`config.mk`:
```
export PLATFORM = sky130hd
export DESIGN_NAME = m_mem_master
export DESIGN_NICKNAME = d
export VERILOG_FILES = /design/src/rtl/m_mem_pkg.sv /design/src/rtl/m_mem_lane.sv /design/src/rtl/m_mem_master.sv
export SDC_FILE = /design/constraint.sdc
export NUM_CORES = 1
export LEC_CHECK = 0
export CORE_MARGIN = 2
export CORE_UTILIZATION = 35
export DETAILED_ROUTE_END_ITERATION = 16
export HOLD_SLACK_MARGIN = 0.03
export SLEW_MARGIN = 20
export SYNTH_ARGS = -nofsm -noshare
export SYNTH_HDL_FRONTEND = slang
export SYNTH_HIERARCHICAL = 1
export SYNTH_SLANG_ARGS = --single-unit
export TNS_END_PERCENT = 30
```
`constraint.sdc`:
```
create_clock -name clk -period 4.35 [get_ports clk]
set_clock_uncertainty 0.1 [all_clocks]
set_input_delay 0.435 -clock clk [delete_from_list [all_inputs] [get_ports clk]]
set_output_delay 0.435 -clock clk [all_outputs]
set_load 0.02 [all_outputs]
```
`src/rtl/m_mem_pkg.sv`:
```
// rtl/m_mem_pkg.sv - shared size encodings, FSM states and lane helpers for m_mem_master
package m_mem_pkg;

    localparam logic [1:0] SZ_BYTE = 2'b00;
    localparam logic [1:0] SZ_HALF = 2'b01;
    localparam logic [1:0] SZ_WORD = 2'b10;

    localparam int BYTE_W = 8;
    localparam int HALF_W = 16;

    typedef enum logic [1:0] {
        IDLE     = 2'd0,
        ACCESS   = 2'd1,
        MERGE_WR = 2'd2,
        RESP     = 2'd3
    } state_t;

    // Encoding 11 behaves as a word access everywhere downstream.
    function automatic logic [1:0] norm_size(input logic [1:0] size);
        return (size == 2'b11) ? SZ_WORD : size;
    endfunction

    // Byte offset of the addressed lane after aligning the address down.
    function automatic logic [1:0] lane_offset(input logic [1:0] size, input logic [1:0] a);
        case (size)
            SZ_BYTE: return a;
            SZ_HALF: return {a[1], 1'b0};
            default: return 2'b00;
        endcase
    endfunction

    function automatic logic misaligned(input logic [1:0] size, input logic [1:0] a);
        case (size)
            SZ_BYTE: return 1'b0;
            SZ_HALF: return a[0];
            default: return |a;
        endcase
    endfunction

endpackage

```
`src/rtl/m_mem_lane.sv`:
```
// rtl/m_mem_lane.sv - combinational lane extract/extend for loads and lane merge for sub-word stores
//   load_word   : word read from memory; load_data is the addressed lane, extended
//   merge_word  : word captured for read-modify-write; merge_data has the lane replaced by wdata
//   size/offset : normalised access size and aligned byte offset within the word
//   is_unsigned : zero-extend loads when set, sign-extend otherwise
module m_mem_lane
    import m_mem_pkg::*;
#(
    parameter int REG_SIZE = 32
) (
    input  logic [REG_SIZE-1:0] load_word,
    input  logic [REG_SIZE-1:0] merge_word,
    input  logic [REG_SIZE-1:0] wdata,
    input  logic [1:0]          size,
    input  logic [1:0]          offset,
    input  logic                is_unsigned,
    output logic [REG_SIZE-1:0] load_data,
    output logic [REG_SIZE-1:0] merge_data
);

    logic [BYTE_W-1:0] byte_lane;
    logic [HALF_W-1:0] half_lane;
    logic              sign_bit;

    always_comb begin
        byte_lane  = load_word[{offset, 3'b000} +: BYTE_W];
        half_lane  = load_word[{offset[1], 4'b0000} +: HALF_W];
        sign_bit   = 1'b0;
        load_data  = load_word;
        merge_data = merge_word;
        case (size)
            SZ_BYTE: begin
                sign_bit  = ~is_unsigned & byte_lane[BYTE_W-1];
                load_data = {{(REG_SIZE-BYTE_W){sign_bit}}, byte_lane};
                merge_data[{offset, 3'b000} +: BYTE_W] = wdata[BYTE_W-1:0];
            end
            SZ_HALF: begin
                sign_bit  = ~is_unsigned & half_lane[HALF_W-1];
                load_data = {{(REG_SIZE-HALF_W){sign_bit}}, half_lane};
                merge_data[{offset[1], 4'b0000} +: HALF_W] = wdata[HALF_W-1:0];
            end
            default: begin
                load_data  = load_word;
                merge_data = wdata;
            end
        endcase
    end

endmodule

```
`src/rtl/m_mem_master.sv`:
```
// rtl/m_mem_master.sv - MEM-stage load/store controller for a word-addressed synchronous memory
//   Optional feature macro: M_MEM_MASTER_ALIGN_TRAP_EN (misaligned half/word requests trap instead
//   of being aligned down).
//   req_*        : load/store request with valid/ready handshake (byte address, right-justified data)
//   rsp_valid    : one-cycle pulse; rsp_rdata carries extended load data (0 for stores/traps)
//   addr_err     : misaligned-request flag, valid with rsp_valid
//   mem_*        : word-indexed memory port; write commits on the falling clock edge
module m_mem_master
    import m_mem_pkg::*;
#(
    parameter  int REG_SIZE = 32,
    parameter  int N_REG    = 256,
    localparam int AW       = $clog2(N_REG)
) (
    input  logic                clk,
    input  logic                rst_n,
    input  logic                req_valid,
    input  logic                req_we,
    input  logic [1:0]          req_size,
    input  logic                req_unsigned,
    input  logic [31:0]         req_addr,
    input  logic [REG_SIZE-1:0] req_wdata,
    output logic                req_ready,
    output logic                rsp_valid,
    output logic [REG_SIZE-1:0] rsp_rdata,
    output logic                addr_err,
    output logic                mem_read,
    output logic                mem_write,
    output logic [AW-1:0]       mem_address,
    output logic [REG_SIZE-1:0] mem_write_data,
    input  logic [REG_SIZE-1:0] mem_read_data
);

    state_t              state_q, state_d;
    logic                we_q, uns_q;
    logic [1:0]          size_q;
    logic [AW+1:0]       addr_q;
    logic [REG_SIZE-1:0] wdata_q, merge_q, rsp_q;
    logic [REG_SIZE-1:0] load_data, merge_data;
    logic [1:0]          size_in;
    logic                trap;

    assign size_in = norm_size(req_size);

`ifdef M_MEM_MASTER_ALIGN_TRAP_EN
    logic err_q;
    assign trap     = misaligned(size_in, req_addr[1:0]);
    assign addr_err = rsp_valid & err_q;

    always_ff @(posedge clk or negedge rst_n) begin
        if (!rst_n)
            err_q <= 1'b0;
        else if (state_q == IDLE && req_valid)
            err_q <= trap;
    end
`else
    assign trap     = 1'b0;
    assign addr_err = 1'b0;
`endif

    m_mem_lane #(.REG_SIZE(REG_SIZE)) u_lane (
        .load_word   (mem_read_data),
        .merge_word  (merge_q),
        .wdata       (wdata_q),
        .size        (size_q),
        .offset      (lane_offset(size_q, addr_q[1:0])),
        .is_unsigned (uns_q),
        .load_data   (load_data),
        .merge_data  (merge_data)
    );

    // Low address bits select the lane; the word index drops them, which also
    // aligns misaligned requests down when trapping is not built in.
    assign mem_address = addr_q[AW+1:2];
    assign rsp_rdata   = rsp_valid ? rsp_q : '0;

    always_ff @(posedge clk or negedge rst_n) begin
        if (!rst_n)
            state_q <= IDLE;
        else
            state_q <= state_d;
    end

    // Memory strobes depend only on state and latched request so they stay
    // stable through the falling edge where the memory commits.
    always_comb begin
        state_d        = state_q;
        req_ready      = 1'b0;
        rsp_valid      = 1'b0;
        mem_read       = 1'b0;
        mem_write      = 1'b0;
        mem_write_data = '0;
        case (state_q)
            IDLE: begin
                req_ready = 1'b1;
                if (req_valid)
                    state_d = trap ? RESP : ACCESS;
            end
            ACCESS: begin
                if (we_q && size_q == SZ_WORD) begin
                    mem_write      = 1'b1;
                    mem_write_data = wdata_q;
                    state_d        = RESP;
                end else begin
                    mem_read = 1'b1;
                    state_d  = we_q ? MERGE_WR : RESP;
                end
            end
            MERGE_WR: begin
                mem_write      = 1'b1;
                mem_write_data = merge_data;
                state_d        = RESP;
            end
            RESP: begin
                rsp_valid = 1'b1;
                state_d   = IDLE;
            end
            default: state_d = IDLE;
        endcase
    end

    always_ff @(posedge clk or negedge rst_n) begin
        if (!rst_n) begin
            we_q    <= 1'b0;
            uns_q   <= 1'b0;
            size_q  <= SZ_BYTE;
            addr_q  <= '0;
            wdata_q <= '0;
            merge_q <= '0;
            rsp_q   <= '0;
        end else begin
            case (state_q)
                IDLE: begin
                    if (req_valid) begin
                        we_q    <= req_we;
                        uns_q   <= req_unsigned;
                        size_q  <= size_in;
                        addr_q  <= req_addr[AW+1:0];
                        wdata_q <= req_wdata;
                        rsp_q   <= '0;
                    end
                end
                ACCESS: begin
                    if (!we_q)
                        rsp_q <= load_data;
                    else
                        merge_q <= mem_read_data;
                end
                default: ;
            endcase
        end
    end

endmodule
```
==> qor.yml, run 1 <==
htree_levels: 3
clkLatencyLatePin_ns: 0.37
syn_avg_cell_area_sq_um: 10.4
ys_ff_latch: 112
holdBufCountCts: 0
ant_nets: 0
gp_congestion: 0.785
wl_um: 21700
power.leakage_nw: 3.71
grt_max_degree: 56
grt_usage: 0.192
port_buffers: 156
worstSetupPathType: "register to primary output"
cts_root_buffer: "clkbuf_16"
finalCritPeriodShare: 0.938
drtIter0Drc: 423
drc: 0
fp.dieH_um: 151
synth.area.top_cells: "dfrtp_1 (37%), mux2_2 (13%), a22oi_2 (4.8%), nor2b_2 (3.4%), a221o_1 (3.1%)"
max_freq_mhz: 245
r2r-start: "size_q[1]"
slew_violations: 0
yosys.cell_types.count: 58
numCtsBuffers: 9
synth_flop_cell: "dfrtp_1"
power_mw: 7.18
cp.required_ns: 3.82
finalCriticalPeriod_ns: 4.08
maxCapViolations: 0
yosysTopAreaCellShare: 0.372
area_growth_syn_to_layout_pct: 24.9
rr_endpoint: "rsp_q[20]"
regToRegSetupSlack_ns: 1.25
clk_pin_slew_ns: 0.08
drive_gt1_frac: 0.238
run_status: "complete, no violations"
final_net_count: 944
synth_edf_count: 0
min-delay-path-class: "input pin to asynchronous set/reset pin"
clk_path_buf_depth: 2
maxSlewHeadroom: 0.319
initial_core_util: 0.357
cts_resized: 0
cts_tree: "yes"
place_hpwl_um: 15300
synthesis.area_sq_um: 7530
overflow: 0
worst_pin_slew_ns: 1.02
firstDrtPassIters: 6
rows: 53
wire_per_inst_um: 19.5
ir_drop_mv: 0.346
core_sq_um: 21100
syn_nets: 835
hold_viol: 0
cp-start-kind: "register"
async_reset_ff_frac: 1.00
setup_violations: 0
synthCells: 722
yosys.area.top_type: "dfrtp_1"
worst_ep_arrival_time_ns: 3.54
yosysSeqAreaShare: 0.372
cts_setup_buffers: 0
setup_tns_ns: 0
reg2regPathDepth: 8
clock_sinks: 112
synthTopCellsByCount: "dfrtp_1 (112), mux2_2 (84), o21ai_0 (45), inv_1 (41), nand2_1 (36)"
rsz0062_at_grt: "no"
crit_path_max_fanout: 21
antenna_found_initial: 0
grt_pass1_vias: 5765
fillers: 2058
viasPerCell: 5.45
die_area_sq_um: 22700
grt_pass1_wl_um: 33600
end_kind: "primary output"
yosys_warnings: 6
vias: 6058
dieWidth_um: 151
ioPinCount: 180
synthMostInstantiatedCell: "dfrtp_1"
power.density_nw_per_um2: 763
[cell usage in the layout (no fill, tap or decap), drive strengths merged, types with 8 or more instances in the layout]
master | netlist | layout
a22oi | 32 | 32
mux2 | 86 | 86
nand4 | 33 | 33
nand3 | 23 | 23
and2 | 32 | 32
nor2b | 47 | 47
ha | 10 | 10
nand3b | 8 | 8
inv | 42 | 42
a221o | 23 | 23
buf | 53 | 18
a211o | 8 | 8
a22o | 24 | 24
clkbuf | 22 | 10
mux2i | 16 | 16
o21ai | 45 | 45
dfrtp | 112 | 112
nand2 | 37 | 37
clkdlybuf4s50 | 0 | 155
[power breakdown]
part	switching [mW]	internal, mW	leakage [nW]	total, mW
clock	0.417	0.451	0.139	0.868
sequential	0.532	1.53	1.37	2.06
combinational	2.22	2.03	2.20	4.26
total	3.17	4.01	3.71	7.18
[flip-flops by register name, indices dropped and copies added (netlist names)]
name,flops
addr_q,10
merge_q,32
rsp_q,32
size_q,2
state_q,2
uns_q,1
wdata_q,32
we_q,1
[final cells by class]
class                   count  area, sq um  share of cell area
diodes                      1         2.50            0.000266
clock buffers              10          229              0.0243
clock inverters             6         71.3             0.00758
inverters                  42          158              0.0167
multi-input cells         493         4120               0.437
flip-flops and latches    112         2800               0.298
well taps                 275          344              0.0366
repair buffers            173         1690               0.179
[logic make-up (layout without fill, tap and decap cells)]
| group | after synthesis | in the layout | share of synthesized area |
|---|---|---|---|
| AOI/OAI and AO/OA | 172 | 172 | 0.193 |
| adders and majority gates | 10 | 10 | 0.0166 |
| buffers and inverters | 117 | 231 | 0.0844 |
| DFF | 112 | 112 | 0.372 |
| muxes | 103 | 103 | 0.153 |
| other | 1 | 2 | 0.000498 |
| and+or+nand+nor | 207 | 207 | 0.181 |
[critical path, cell delays in order, from the launching register on]
cell and delay [ns]:
dfrtp_2 0.57, nor3b_2 0.33, inv_1 0.14, ha_1 0.38, nor2b_1 0.42, a41oi_1 0.20
o221ai_1 0.24, a22oi_2 0.12, nor2b_2 0.15, clkdlybuf4s50_1 0.61
[through the flow]
step	util	cell area, sq um	cells	hold WS, ns	setup slack [ns]
floorplan	-	7530	722	0.0394	0.679
global placement	0.432	9100	1095	0.387	0.692
detailed placement	0.432	9100	1095	0.388	0.680
CTS	0.446	9410	1111	0.0493	0.257
global route	0.446	9410	1111	0.0796	0.112
finish	0.446	9410	1112	0.0182	0.271
[layer usage]
metal | vias to the layer above | wire, um | GRT usage
li1 | 2877 | - | -
met1 | 2918 | 10700 | 0.292
met2 | 233 | 9190 | 0.274
met3 | 30 | 1310 | 0.0294
met4 | 0 | 516 | 0.0678
met5 | - | 0 | 0
[worst max path at each step]
stage / startpoint / endpoint / slack, ns / depth (start not counted)
2_1_floorplan: size_q[0] / mem_write_data[9] / 0.68 / 11
3_3_place_gp: size_q[1] / mem_write_data[25] / 0.69 / 9
3_5_place_dp: size_q[1] / mem_write_data[25] / 0.68 / 9
4_1_cts: size_q[1] / mem_write_data[25] / 0.26 / 9
5_1_grt: size_q[1] / mem_write_data[10] / 0.11 / 10
6_report: size_q[1] / mem_write_data[25] / 0.27 / 9
(Power assumes the default switching activity.)
==> run 2: changes to the inputs <==
Settings changed: CORE_MARGIN 2 to default.
Clock period 4.35 ns to 5.24 ns, I/O delays scaled along.
==> qor.yml, run 2 (synthesis results as in run 1) <==
cp-start-kind: "register"
die_area_sq_um: 22100  # -2.6%
cts_root_buffer: "clkbuf_16"
numCtsBuffers: 9  # unchanged
grt_pass1_vias: 5677  # -1.5%
crit_path_max_fanout: 17  # -19%
dieWidth_um: 149  # -1.3%
place_hpwl_um: 15100  # -1.1%
hold_viol: 0  # unchanged
worst_pin_slew_ns: 1.00  # -0.0169 ns
vias: 6069  # +0.18%
maxSlewHeadroom: 0.331  # +0.0113
run_status: "complete, no violations"
drc: 0  # unchanged
rr_endpoint: "rsp_q[15]"
overflow: 0  # unchanged
fp.dieH_um: 149  # -1.3%
finalCritPeriodShare: 0.858
p_int_mw: 3.36  # -16%
combPwrFrac: 0.589  # -0.004
reg_top3: "merge_q (32), rsp_q (32), wdata_q (32)"
grt_pass1_wl_um: 33600  # about the same
clock_power_share: 0.125  # +0.004
final_net_count: 938  # -0.64%
min-delay-path-class: "input pin to asynchronous set/reset pin"
hold_slack_ns: 0.110  # +0.0915 ns
worstSetupPathType: "register to primary output"
setup_violations: 0  # unchanged
r2r-start: "size_q[1]"
rsz0062_at_grt: "no"
wire_per_inst_um: 19.2  # -1.4%
fillers: 2054  # -0.19%
final_common_cell: "clkdlybuf4s50_1"
slew_violations: 0  # unchanged
place_area_sq_um: 9060  # -0.49%
place_inst: 1089  # -0.55%
rows: 53  # unchanged
core_sq_um: 21100  # unchanged
cts_tree: "yes"
grt_usage: 0.198  # +0.00596
crit_end: "mem_write_data[9]"
grt_max_degree: 80  # +43%
power.density_nw_per_um2: 634  # -17%
initial_core_util: 0.357  # unchanged
maxCapViolations: 0  # unchanged
ir_drop_mv: 0.334  # -3.2%
ioPinCount: 180  # unchanged
power_switching_mw: 2.59  # -18%
setup_tns_ns: 0  # unchanged
cp.required_ns: 4.62  # +0.80 ns
final_cells: 1105  # -0.63%
drtIter0Drc: 513  # +21%
area_growth_syn_to_layout_pct: 24.5
swShare: 0.436  # -0.00608
htree_levels: 3  # unchanged
end_kind: "primary output"
n_antenna_cell: 0  # -1
antenna_found_initial: 0  # unchanged
fin_ws_ns: 0.746  # +0.475 ns
stdcell_area_sq_um: 9380  # -0.37%
clock_sinks: 112  # unchanged
regToRegSetupSlack_ns: 2.22  # +0.97 ns
ant_nets: 0  # unchanged
mostFrequentLayoutCells: "clkdlybuf4s50_1 (155), dfrtp_1 (111), mux2_2 (84), o21ai_0 (45), inv_1 (41)"
post-place-ws_ns: 1.13  # +0.453 ns
drive_gt1_frac: 0.231  # -0.00671
final_core_util: 0.445  # -0.00166
holdBufCountCts: 0  # unchanged
gp_congestion: 0.815  # +3.8%
finalCriticalPeriod_ns: 4.49
power_mw: 5.95  # -17%
cts_resized: 0  # unchanged
power.leakage_nw: 3.69  # -0.70%
reg2regPathDepth: 6  # -2
viasPerCell: 5.49  # +0.82%
crit_start: "size_q[1]"
firstDrtPassIters: 5  # -1
seqPwrFrac: 0.287  # about the same
clk_pin_slew_ns: 0.08  # about the same
clkLatencyLatePin_ns: 0.37  # about the same
port_buffers: 156  # unchanged
wl_um: 21200  # -2.0%
worst_ep_arrival_time_ns: 3.87  # +0.33 ns
clk_path_buf_depth: 2  # unchanged
cts_setup_buffers: 0  # unchanged
max_freq_mhz: 223
run 2: cell count changes in the layout (fill, tap and decap cells not counted):
cell        change
diode_2         -1
nand2_2         +1
buf_6           +1
clkinv_2        +1
bufinv_16       +1
clkinv_4        -2
clkbuf_1        +1
buf_4           -7
nand2_4         -1
clkinvlp_4      -1
run 2: how the worst min path moves through the flow:
| stage | depth (start not counted) | start | to | slack [ns] |
|---|---|---|---|---|
| 2_1_floorplan | 0 | rst_n | addr_q[0] | 0.13 |
| 3_3_place_gp | 1 | merge_q[6] | merge_q[6] | 0.38 |
| 3_5_place_dp | 1 | addr_q[0] | addr_q[0] | 0.39 |
| 4_1_cts | 1 | rst_n | rsp_q[5] | 0.28 |
| 5_1_grt | 1 | rst_n | rsp_q[5] | 0.17 |
| 6_report | 1 | rst_n | rsp_q[5] | 0.11 |
run 2: per-layer routing:
metal / wire (um) / GRT usage / vias to the layer above / share of wire
met3: 1230 / 0.0359 / 28 / 0.058
met2: 9090 / 0.279 / 227 / 0.43
met4: 485 / 0.0716 / 0 / 0.023
met5: 0 / 0 / - / 0
met1: 10400 / 0.297 / 2940 / 0.49
li1: - / - / 2874 / -
run 2: critical path: stages (launching register included):
cell and delay, ns:
dfrtp_2 0.53, nor2b_4 0.38, inv_2 0.21, ha_1 0.28
nor2_1 0.50, and4_1 0.48, a221o_1 0.21, a22oi_1 0.08
nor2b_1 0.21, clkdlybuf4s50_1 0.63
run 2: power groups by stage:
| stage | logic [mW] | clock network, mW | registers [mW] |
|---|---|---|---|
| final | 3.50 | 0.742 | 1.71 |
| after global routing | 3.81 | 0.802 | 1.76 |
| after CTS | 3.50 | 0.769 | 1.70 |
| after detailed placement | 3.48 | 0 | 1.71 |
| after global placement | 3.46 | 0 | 1.70 |
| after floorplan | 2.78 | 0 | 1.52 |
run 2: final cells by class:
class,count,area (sq um),area share
inverter,42,158,0.0168
tap,275,344,0.0367
clock buffer,11,233,0.0248
multi-input combinational,493,4110,0.439
timing repair buffer,167,1650,0.175
clock inverter,5,81.3,0.00867
sequential,112,2800,0.299
==> run 3: changes to the inputs <==
Clock period 5.24 ns to 4.95 ns, I/O delays scaled along.
==> qor.yml, run 3 (synthesis results as in run 1) <==
run_status: "complete, no violations"
gp_congestion: 0.813  # -0.20%
end_kind: "primary output"
worst_ep_arrival_time_ns: 3.96  # +0.09 ns
clk_pin_slew_ns: 0.07  # about the same
core_sq_um: 21100  # unchanged
n_antenna_cell: 0  # unchanged
cp-start-kind: "register"
port_buffers: 156  # unchanged
final_net_count: 941  # +0.32%
fp.dieH_um: 149  # unchanged
slowest_stage: "nor4_2"
ioPinCount: 180  # unchanged
holdBufCountCts: 1  # +1
overflow: 0  # unchanged
htree_levels: 3  # unchanged
slew_violations: 0  # unchanged
rows: 53  # unchanged
worstSetupPathType: "register to primary output"
power.density_nw_per_um2: 669  # +5.5%
setup_tns_ns: 0  # unchanged
crit_path_max_fanout: 49  # +32
crit_chain: "nor2b_4 -> buf_4 -> ha_1 -> nand3b_1 -> nor4_2 -> a221o_1 -> a22oi_2 -> nor2b_2 -> clkdlybuf4s50_1"
grt_usage: 0.199  # +0.00142
grt_pass1_wl_um: 34000  # +1.4%
wl_um: 21100  # -0.61%
fillers: 2096  # +2.0%
cts_tree: "yes"
worst_pin_slew_ns: 1.01  # +0.00695 ns
setup_violations: 0  # unchanged
place_hpwl_um: 15200  # +0.44%
antenna_found_initial: 0  # unchanged
cts_resized: 0  # unchanged
die_area_sq_um: 22100  # unchanged
cp.required_ns: 4.36  # -0.26 ns
drtIter0Drc: 396  # -23%
finalCriticalPeriod_ns: 4.56
final_cells: 1108  # +0.27%
firstDrtPassIters: 5  # unchanged
area_growth_syn_to_layout_pct: 24.7
dieWidth_um: 149  # unchanged
ant_nets: 0  # unchanged
vias: 6079  # +0.16%
crit_family: "simple AND/OR/NAND/NOR gates"
cts_root_buffer: "clkbuf_16"
drive_gt1_frac: 0.234  # +0.00277
mostFrequentLayoutCells: "clkdlybuf4s50_1 (155), dfrtp_1 (111), mux2_2 (84), o21ai_0 (45), inv_1 (41)"
place_inst: 1091  # +0.18%
clock_sinks: 112  # unchanged
clkLatencyLatePin_ns: 0.36  # about the same
maxSlewHeadroom: 0.326  # -0.00464
finalCritPeriodShare: 0.921
power.leakage_nw: 3.71  # +0.53%
reg_top3: "merge_q (32), rsp_q (32), wdata_q (32)"
final_common_cell: "clkdlybuf4s50_1"
drc: 0  # unchanged
worst-path-buf-inv: 2  # unchanged
hold_viol: 0  # unchanged
numCtsBuffers: 9  # unchanged
clk_path_buf_depth: 2  # unchanged
maxCapViolations: 0  # unchanged
wire_per_inst_um: 19.1  # -0.88%
grt_pass1_vias: 5782  # +1.8%
cts_setup_buffers: 0  # unchanged
min-delay-path-class: "register to register"
grt_max_degree: 50  # -38%
initial_core_util: 0.357  # unchanged
max_freq_mhz: 219
cp_slowest_stage_delay_ns: 0.63  # about the same
viasPerCell: 5.49  # -0.11%
ir_drop_mv: 0.350  # +4.8%
rsz0062_at_grt: "no"
-- run 3: cell types whose count changed in the layout (fill, tap and decap cells not counted), sizes merged --
cell         previous run  this run
clkinvlp                1         0
buf                    12        14
clkinv                  2         4
dlygate4sd3             0         1
clkbuf                 11        10
-- run 3: final timing paths --
path,end,slack (ns),depth (start not counted),startpoint
worst max register to register,rsp_q[7],1.78,7,size_q[1]
worst min register to register,merge_q[6],0.40,1,merge_q[6]
worst max-delay path,mem_write_data[16],0.39,9,size_q[1]
worst min-delay path,merge_q[6],0.40,1,merge_q[6]
max in group asynchronous,size_q[1],3.23,3,rst_n
min in group asynchronous,merge_q[5],0.53,2,rst_n
-- run 3: through the flow --
| step | power, mW | setup WS (ns) | cell area, sq um | hold WS (ns) | util |
|---|---|---|---|---|---|
| 2_1_floorplan | 4.55 | 1.22 | 7530 | 0.0994 | - |
| 3_3_place_gp | 5.47 | 0.800 | 9070 | 0.378 | 0.430 |
| 3_5_place_dp | 5.51 | 0.818 | 9070 | 0.371 | 0.430 |
| 4_1_cts | 6.32 | 0.407 | 9400 | 0.403 | 0.446 |
| 5_1_grt | 6.75 | 0.178 | 9400 | 0.421 | 0.446 |
| 6_report | 6.29 | 0.392 | 9400 | 0.402 | 0.446 |
-- run 3: layout make-up --
type / instances / area [sq um] / share of cell area
Inverter: 42 / 158 / 0.0168
Tap cell: 275 / 344 / 0.0366
Multi-Input combinational cell: 493 / 4110 / 0.438
Timing Repair Buffer: 170 / 1670 / 0.177
Clock buffer: 10 / 229 / 0.0244
Clock inverter: 6 / 83.8 / 0.00892
Sequential cell: 112 / 2800 / 0.298
-- run 3: power breakdown --
group          internal, mW  switching (mW)  total (mW)  leakage (nW)
combinational          1.77            1.92        3.69          2.18
clock                 0.443           0.339       0.781         0.156
sequential             1.34           0.476        1.82          1.37
total                  3.56            2.73        6.29          3.71
-- run 3: routing by layer --
| layer | part of all wire | track usage |
|---|---|---|
| met1 | 0.48 | 0.297 |
| met2 | 0.44 | 0.293 |
| met3 | 0.055 | 0.0316 |
| met4 | 0.019 | 0.0588 |
| met5 | 0 | 0 |
